**src/rtl/uart_pkg.sv**
```systemverilog
// rtl/uart_pkg.sv - shared UART types and constants
package uart_pkg;

  localparam int DATA_BITS  = 8;
  localparam int OVERSAMPLE = 16;

  typedef enum logic [2:0] {
    ST_IDLE,
    ST_START,
    ST_DATA,
    ST_PARITY,
    ST_STOP
  } uart_state_e;

  function automatic logic even_parity(input logic [DATA_BITS-1:0] d);
    return ^d;
  endfunction

endpackage

```
**src/rtl/baud_gen.sv**
```systemverilog
// rtl/baud_gen.sv - free-running tick generator, period = baud_modulo_i + 1 clocks
module baud_gen (
  input  logic        clk_i,
  input  logic        rst_n_i,
  input  logic [31:0] baud_modulo_i,
  output logic        baud_tick_o
);

  logic [31:0] cnt_q, cnt_d;

  // >= rather than == so a modulo lowered below the current count recovers at once
  assign baud_tick_o = (cnt_q >= baud_modulo_i);
  assign cnt_d       = baud_tick_o ? 32'd0 : cnt_q + 32'd1;

  always_ff @(posedge clk_i or negedge rst_n_i) begin
    if (!rst_n_i) cnt_q <= 32'd0;
    else          cnt_q <= cnt_d;
  end

endmodule

```
**src/rtl/uart_core.sv**
```systemverilog
// rtl/uart_core.sv - UART transmitter and oversampling receiver
// Define UART_PARITY_EN to add an even-parity bit after the data bits.
module uart_core
  import uart_pkg::*;
#(
  parameter int OVERSAMPLE = uart_pkg::OVERSAMPLE
) (
  input  logic        clk_i,
  input  logic        rst_n_i,
  input  logic [31:0] tx_baud_modulo_i,
  input  logic [31:0] rx_baud_modulo_i,
  input  logic [7:0]  data_i,
  input  logic        wr_i,
  output logic        TxD_o,
  output logic        TX_busy_o,
  input  logic        RxD_i,
  input  logic        rd_i,
  output logic [7:0]  rx_data_o,
  output logic        RX_ack_o,
  output logic        RX_empty_o,
  output logic        RX_perr_o
);

  localparam int CNT_W = $clog2(OVERSAMPLE);
  localparam int BIT_W = $clog2(DATA_BITS);
  localparam logic [CNT_W-1:0] HALF_LAST = CNT_W'(OVERSAMPLE / 2 - 1);
  localparam logic [CNT_W-1:0] FULL_LAST = CNT_W'(OVERSAMPLE - 1);
  localparam logic [BIT_W-1:0] LAST_BIT  = BIT_W'(DATA_BITS - 1);
`ifdef UART_PARITY_EN
  localparam uart_state_e AFTER_DATA = ST_PARITY;
`else
  localparam uart_state_e AFTER_DATA = ST_STOP;
`endif

  logic tx_tick, rx_tick;

  baud_gen u_tx_baud (
    .clk_i         (clk_i),
    .rst_n_i       (rst_n_i),
    .baud_modulo_i (tx_baud_modulo_i),
    .baud_tick_o   (tx_tick)
  );

  baud_gen u_rx_baud (
    .clk_i         (clk_i),
    .rst_n_i       (rst_n_i),
    .baud_modulo_i (rx_baud_modulo_i),
    .baud_tick_o   (rx_tick)
  );

  uart_state_e            tx_state_q, tx_state_d;
  logic [DATA_BITS-1:0]   tx_data_q;
  logic [BIT_W-1:0]       tx_bit_q;
  logic                   tx_busy_q;

  always_ff @(posedge clk_i or negedge rst_n_i) begin
    if (!rst_n_i) tx_state_q <= ST_IDLE;
    else          tx_state_q <= tx_state_d;
  end

  // Holding wr_i through the stop tick chains straight into the next start bit
  always_comb begin
    tx_state_d = tx_state_q;
    case (tx_state_q)
      ST_IDLE:   if (tx_busy_q && tx_tick) tx_state_d = ST_START;
      ST_START:  if (tx_tick) tx_state_d = ST_DATA;
      ST_DATA:   if (tx_tick && tx_bit_q == LAST_BIT) tx_state_d = AFTER_DATA;
      ST_PARITY: if (tx_tick) tx_state_d = ST_STOP;
      ST_STOP:   if (tx_tick) tx_state_d = wr_i ? ST_START : ST_IDLE;
      default:   tx_state_d = ST_IDLE;
    endcase
  end

  always_comb begin
    TxD_o = 1'b1;
    case (tx_state_q)
      ST_START:  TxD_o = 1'b0;
      ST_DATA:   TxD_o = tx_data_q[tx_bit_q];
      ST_PARITY: TxD_o = even_parity(tx_data_q);
      default:   TxD_o = 1'b1;
    endcase
  end

  always_ff @(posedge clk_i or negedge rst_n_i) begin
    if (!rst_n_i) begin
      tx_data_q <= '0;
      tx_bit_q  <= '0;
      tx_busy_q <= 1'b0;
    end else begin
      if (tx_state_q == ST_IDLE && !tx_busy_q && wr_i) begin
        tx_data_q <= data_i;
        tx_busy_q <= 1'b1;
      end
      if (tx_state_q == ST_STOP && tx_tick) begin
        if (wr_i) tx_data_q <= data_i;
        else      tx_busy_q <= 1'b0;
      end
      if (tx_state_q == ST_DATA && tx_tick) tx_bit_q <= tx_bit_q + 1'b1;
    end
  end

  assign TX_busy_o = tx_busy_q;

  logic                   rx_meta_q, rx_sync_q;
  uart_state_e            rx_state_q, rx_state_d;
  logic [CNT_W-1:0]       rx_cnt_q;
  logic [BIT_W-1:0]       rx_bit_q;
  logic [DATA_BITS-1:0]   rx_shift_q;
  logic                   rx_ferr_q;
  logic [DATA_BITS-1:0]   rx_data_q;
  logic                   rx_ack_q;
  logic                   rx_empty_q;
  logic                   rx_mid;

  always_ff @(posedge clk_i or negedge rst_n_i) begin
    if (!rst_n_i) begin
      rx_meta_q <= 1'b1;
      rx_sync_q <= 1'b1;
    end else begin
      rx_meta_q <= RxD_i;
      rx_sync_q <= rx_meta_q;
    end
  end

  // Half a bit after the start edge, then a full bit between later samples
  assign rx_mid = rx_tick &&
                  (rx_state_q == ST_START ? rx_cnt_q == HALF_LAST : rx_cnt_q == FULL_LAST);

  always_ff @(posedge clk_i or negedge rst_n_i) begin
    if (!rst_n_i) rx_state_q <= ST_IDLE;
    else          rx_state_q <= rx_state_d;
  end

  always_comb begin
    rx_state_d = rx_state_q;
    case (rx_state_q)
      ST_IDLE:   if (rx_tick && !rx_sync_q) rx_state_d = ST_START;
      ST_START:  if (rx_mid) rx_state_d = rx_sync_q ? ST_IDLE : ST_DATA;
      ST_DATA:   if (rx_mid && rx_bit_q == LAST_BIT) rx_state_d = AFTER_DATA;
      ST_PARITY: if (rx_mid) rx_state_d = ST_STOP;
      ST_STOP: begin
        if (rx_ferr_q) begin
          if (rx_sync_q) rx_state_d = ST_IDLE;
        end else if (rx_mid && rx_sync_q) begin
          rx_state_d = ST_IDLE;
        end
      end
      default:   rx_state_d = ST_IDLE;
    endcase
  end

`ifdef UART_PARITY_EN
  logic rx_par_q, rx_perr_q;
`endif

  always_ff @(posedge clk_i or negedge rst_n_i) begin
    if (!rst_n_i) begin
      rx_cnt_q   <= '0;
      rx_bit_q   <= '0;
      rx_shift_q <= '0;
      rx_ferr_q  <= 1'b0;
      rx_data_q  <= '0;
      rx_ack_q   <= 1'b0;
      rx_empty_q <= 1'b1;
`ifdef UART_PARITY_EN
      rx_par_q   <= 1'b0;
      rx_perr_q  <= 1'b0;
`endif
    end else begin
      rx_ack_q <= 1'b0;
      if (rx_tick)
        rx_cnt_q <= (rx_mid || rx_state_q == ST_IDLE) ? '0 : rx_cnt_q + 1'b1;
      if (rx_state_q == ST_DATA && rx_mid) begin
        rx_shift_q <= {rx_sync_q, rx_shift_q[DATA_BITS-1:1]};
        rx_bit_q   <= rx_bit_q + 1'b1;
      end
`ifdef UART_PARITY_EN
      if (rx_state_q == ST_PARITY && rx_mid) rx_par_q <= rx_sync_q;
`endif
      if (rx_ferr_q && rx_sync_q) rx_ferr_q <= 1'b0;
      if (rd_i) rx_empty_q <= 1'b1;
      // Delivery is placed after the rd_i clear so a coincident new byte wins
      if (rx_state_q == ST_STOP && !rx_ferr_q && rx_mid) begin
        if (rx_sync_q) begin
          rx_data_q  <= rx_shift_q;
          rx_ack_q   <= 1'b1;
          rx_empty_q <= 1'b0;
`ifdef UART_PARITY_EN
          rx_perr_q  <= rx_par_q ^ even_parity(rx_shift_q);
`endif
        end else begin
          rx_ferr_q <= 1'b1;
        end
      end
    end
  end

  assign rx_data_o  = rx_data_q;
  assign RX_ack_o   = rx_ack_q;
  assign RX_empty_o = rx_empty_q;
`ifdef UART_PARITY_EN
  assign RX_perr_o  = rx_perr_q;
`else
  assign RX_perr_o  = 1'b0;
`endif

endmodule

```
**config.mk**
```make
export PLATFORM = sky130hd
export DESIGN_NAME = uart_core
export DESIGN_NICKNAME = d
export VERILOG_FILES = /design/src/rtl/uart_pkg.sv /design/src/rtl/baud_gen.sv /design/src/rtl/uart_core.sv
export SDC_FILE = /design/constraint.sdc
export NUM_CORES = 1
export LEC_CHECK = 0
export CELL_PAD_IN_SITES_DETAIL_PLACEMENT = 0
export CELL_PAD_IN_SITES_GLOBAL_PLACEMENT = 2
export CORE_ASPECT_RATIO = 0.75
export CORE_MARGIN = 10
export CORE_UTILIZATION = 35
export DETAILED_ROUTE_END_ITERATION = 16
export PLACE_DENSITY_LB_ADDON = 0.1
export SLEW_MARGIN = 10
export SYNTH_ARGS = -nofsm -noshare
export SYNTH_HDL_FRONTEND = slang
export SYNTH_SLANG_ARGS = --single-unit
export TNS_END_PERCENT = 50
```
**constraint.sdc**
```tcl
create_clock -name clk_i -period 3.4 [get_ports clk_i]
set_input_delay 0.68 -clock clk_i [delete_from_list [all_inputs] [get_ports clk_i]]
set_output_delay 0.68 -clock clk_i [all_outputs]
set_load 0.05 [all_outputs]
```
==> impl_results.md <==
* Clock-pin slew on the worst setup and hold paths at 80 ps
* Final layout net count at 940
* Maximum resistive drop on vdd at 0.000250 V
* Placer's final routability congestion estimate at 0.776
* Proportion of layout cells with a drive suffix above 1 at 10.3%
* Standard-cell row count at 43
* Launch point of the worst reg-to-reg path: u_tx_baud.cnt_q[2]
* Count of vias placed by the detailed router at 5,015
* Setup Skew at 8.08 ps
* Length of the first detailed-routing pass in iterations at 4
* Wire length of the first global-routing pass at approximately 26,000 um
* Distinct cell type count after synthesis at between 50 and 60
* Status: complete, no violations
* Register-to-register setup slack at 560 ps
* Iteration-0 DRC Markers at 222
* Period utilization at 94.1%
* H-tree depth at 3
* Routed len/inst at 14.5 um
* Synth-to-Final Area Change at 23.9%
* Post-Place Cell Area at 0.00798 mm^2
* Cell area after synthesis at 0.00667 mm^2
* Number of synthesized flops with an enable pin at 0
* Design area at between 0.008 and 0.009 mm^2
* Worst-Margin Slew at roughly 620 ps
* Worst endpoint data arrival time at 3450 ps
* Num ports at 90
* Leakage component of the power at 0.00401 uW
* Slowest Stage Delay on Critical Path at ~570 ps
* CP bufs+invs at 2
* Leading cell types in the layout, fill and taps excluded: 107 x dfrtp_1, 95 x nor2_1, 87 x clkdlybuf4s50_1
* Critical Path Sink Type: flip-flop
* Worst min-delay path category: in2async
* Total count of max-transition violations in the final report at 0
* Commonest non-fill, non-tap cell in the layout: dfrtp_1
* Ordered list of cells on the worst path: clkdlybuf4s50_1, inv_1, ha_1, o211a_1, a211oi_1, or4_4, a2111oi_4, o21ai_4, o21bai_4, mux2_2
* TritonCTS Buffers at 9
* Kind of cell adding the most delay to the critical path: compound AO/OA/AOI/OAI gates
* Max-cap check violation count at 0
* Global-route usage over all layers at 12.4%
* Height of the die at 140 um
* Max_slew headroom at 58.5%
* Avg Cell Area, Syn at 9.73 um^2
* Post-Synthesis Net Count at between 800 and 900
* Number of setup violations in the final report at 0
* Slack of the critical path at 199 ps
* Fill cell total of the finished layout at 1,838
* Cells after Synth at approximately 690
* Total setup buffers inserted after CTS at 0
* Core region area at about 0.019 mm^2
* Slowest-stage cell, CP: or4_4
* Synth warnings at 0
* Largest net degree at the start of global routing at 64
* Maximum operating frequency at 312 MHz
* Root Buffer Master: clkbuf_16
* Final hold violation count at 0
* Antenna fix cells at 0
* Critical path peak fanout at 8
* Total global routing overflow at 0
* Max clock buf depth at 2
* # DRC at 0
* Flip-flop and latch count after synthesis at 110
* Tmin final at 3200 ps
* Worst endpoint required time at 3650 ps
* Overall die area at 0.0250 mm^2
* Clock insertion delay at the later pin of the skew report at 360 ps
* Final routed wirelength across all metal layers at ~15,000 um
* Starting utilization of the core area at 35.8%
* Sequential area share after synthesis at 41.3%
* TritonCTS sink count at 110
* Proportion of register bits with asynchronous set or reset after synthesis at 100%
* Cells after DPL at 1,028
* Final antenna-violating net count at 0
* Number of global-route vias before repair at approximately 5,200
* Ratio of routed vias to standard cells at just under 5
* Minimum setup slack after placement at -211 ps
* Estimated wirelength of the detail-placed design at approximately 12,000 um
* Power density relative to cell area at approximately 440 mW/mm^2
* Hold bufs inserted after CTS at 0
* Utilization after layout at between 40% and 50%
* Die extent in x at 179 um
* Dominant synthesized flop cell: dfrtp_1
* Unrepaired setup endpoints after global routing: no
* Number of gates resized after cts at 0
* Critical path type: in2reg
* Post-Layout Cell Count at roughly 1,000
* Number of cells on the worst reg-to-reg path at 8
* Number of antenna violations at the first check in global routing at 0
* TritonCTS clock tree: yes
* Number of buffers inserted by port buffering at 88
* Critical Path Start Type: primary input
## report_power, final
part / leakage [uW] / internal [uW] / switching, uW / total (uW)
Clock: 0.000142 / 517 / 530 / 1050
Sequential: 0.00146 / 1460 / 205 / 1670
Combinational: 0.00241 / 496 / 453 / 949
Total: 0.00401 / 2480 / 1190 / 3670
## stage by stage
step	total power [uW]	TNS (ps)	hold slack, ps
3_5_place_dp	2660	-7360	348
4_1_cts	3730	0	353
6_report	3670	0	327
2_1_floorplan	2300	0	345
3_3_place_gp	2630	-6180	347
5_1_grt	3910	0	355
## layout make-up
| class | count | area [um^2] | share of cell area (%) |
|---|---|---|---|
| multi-input combinational | 493 | 3600 | 43.5 |
| sequential | 110 | 2760 | 33.3 |
| timing repair buffer | 104 | 1040 | 12.5 |
| tap | 247 | 309 | 3.74 |
| inverter | 74 | 278 | 3.36 |
| clock buffer | 9 | 225 | 2.72 |
| clock inverter | 7 | 67.6 | 0.817 |
## worst register-to-register path, cell delays in order (launching register included)
cell,delay (ps)
dfrtp_1,450
ha_1,310
o211a_1,130
a211oi_1,50
or4_4,570
a2111oi_4,410
o21ai_4,150
o21bai_4,300
mux2_2,370
## worst max path at each step
| stage | end | slack (ps) | start | cells after the start |
|---|---|---|---|---|
| 2_1_floorplan | tx_bit_q[1] | 480 | tx_baud_modulo_i[4] | 9 |
| 3_3_place_gp | flip-flop | -180 | tx_baud_modulo_i[4] | 10 |
| 3_5_place_dp | flip-flop | -210 | tx_baud_modulo_i[4] | 10 |
| 4_1_cts | TxD_o | 150 | tx_bit_q[0] | 6 |
| 5_1_grt | flip-flop | 60 | tx_baud_modulo_i[4] | 10 |
| 6_report | flip-flop | 200 | tx_baud_modulo_i[4] | 10 |
## layer usage
| metal | share of wire [%] | up-vias | global-route usage [%] |
|---|---|---|---|
| li1 | - | 2547 | - |
| met1 | 51 | 2395 | 16.6 |
| met2 | 46 | 63 | 19.8 |
| met3 | 2.7 | 10 | 2.67 |
| met4 | 0.81 | 0 | 3.13 |
| met5 | 0 | - | 0 |
## state kept, by name (all words and copies together), names as in the netlist, 3 cells and up, named ones only
| name | cells |
|---|---|
| rx_bit_q | 3 |
| rx_cnt_q | 4 |
| rx_data_o | 8 |
| rx_shift_q | 8 |
| rx_state_q | 3 |
| tx_bit_q | 3 |
| tx_state_q | 3 |
| u_rx_baud.cnt_q | 32 |
| u_tx_baud.cnt_q | 32 |
## cells by family after synthesis
kind of cell,synth area share [%]
flops,41.3
simple gates,17.3
fa+ha+maj,13.3
buf+inv,4.82
compound gates,7.82
mux,6.34
xor+xnor,9.06
other cells,0.0562
## cell usage after synthesis (all sizes together), types with 11 or more instances
cell | instances | area share (%)
nand4 | 24 | 2.3
mux2 | 30 | 5.1
xnor2 | 28 | 3.7
inv | 74 | 4.2
nand2 | 49 | 2.8
a21oi | 23 | 1.7
o21ai | 15 | 1.3
nand3 | 31 | 2.4
and3 | 11 | 1.0
xor2 | 41 | 5.4
dfrtp | 107 | 40
nor2 | 95 | 5.3
ha | 71 | 13
No activity file was read; power rests on OpenSTA's default activity.
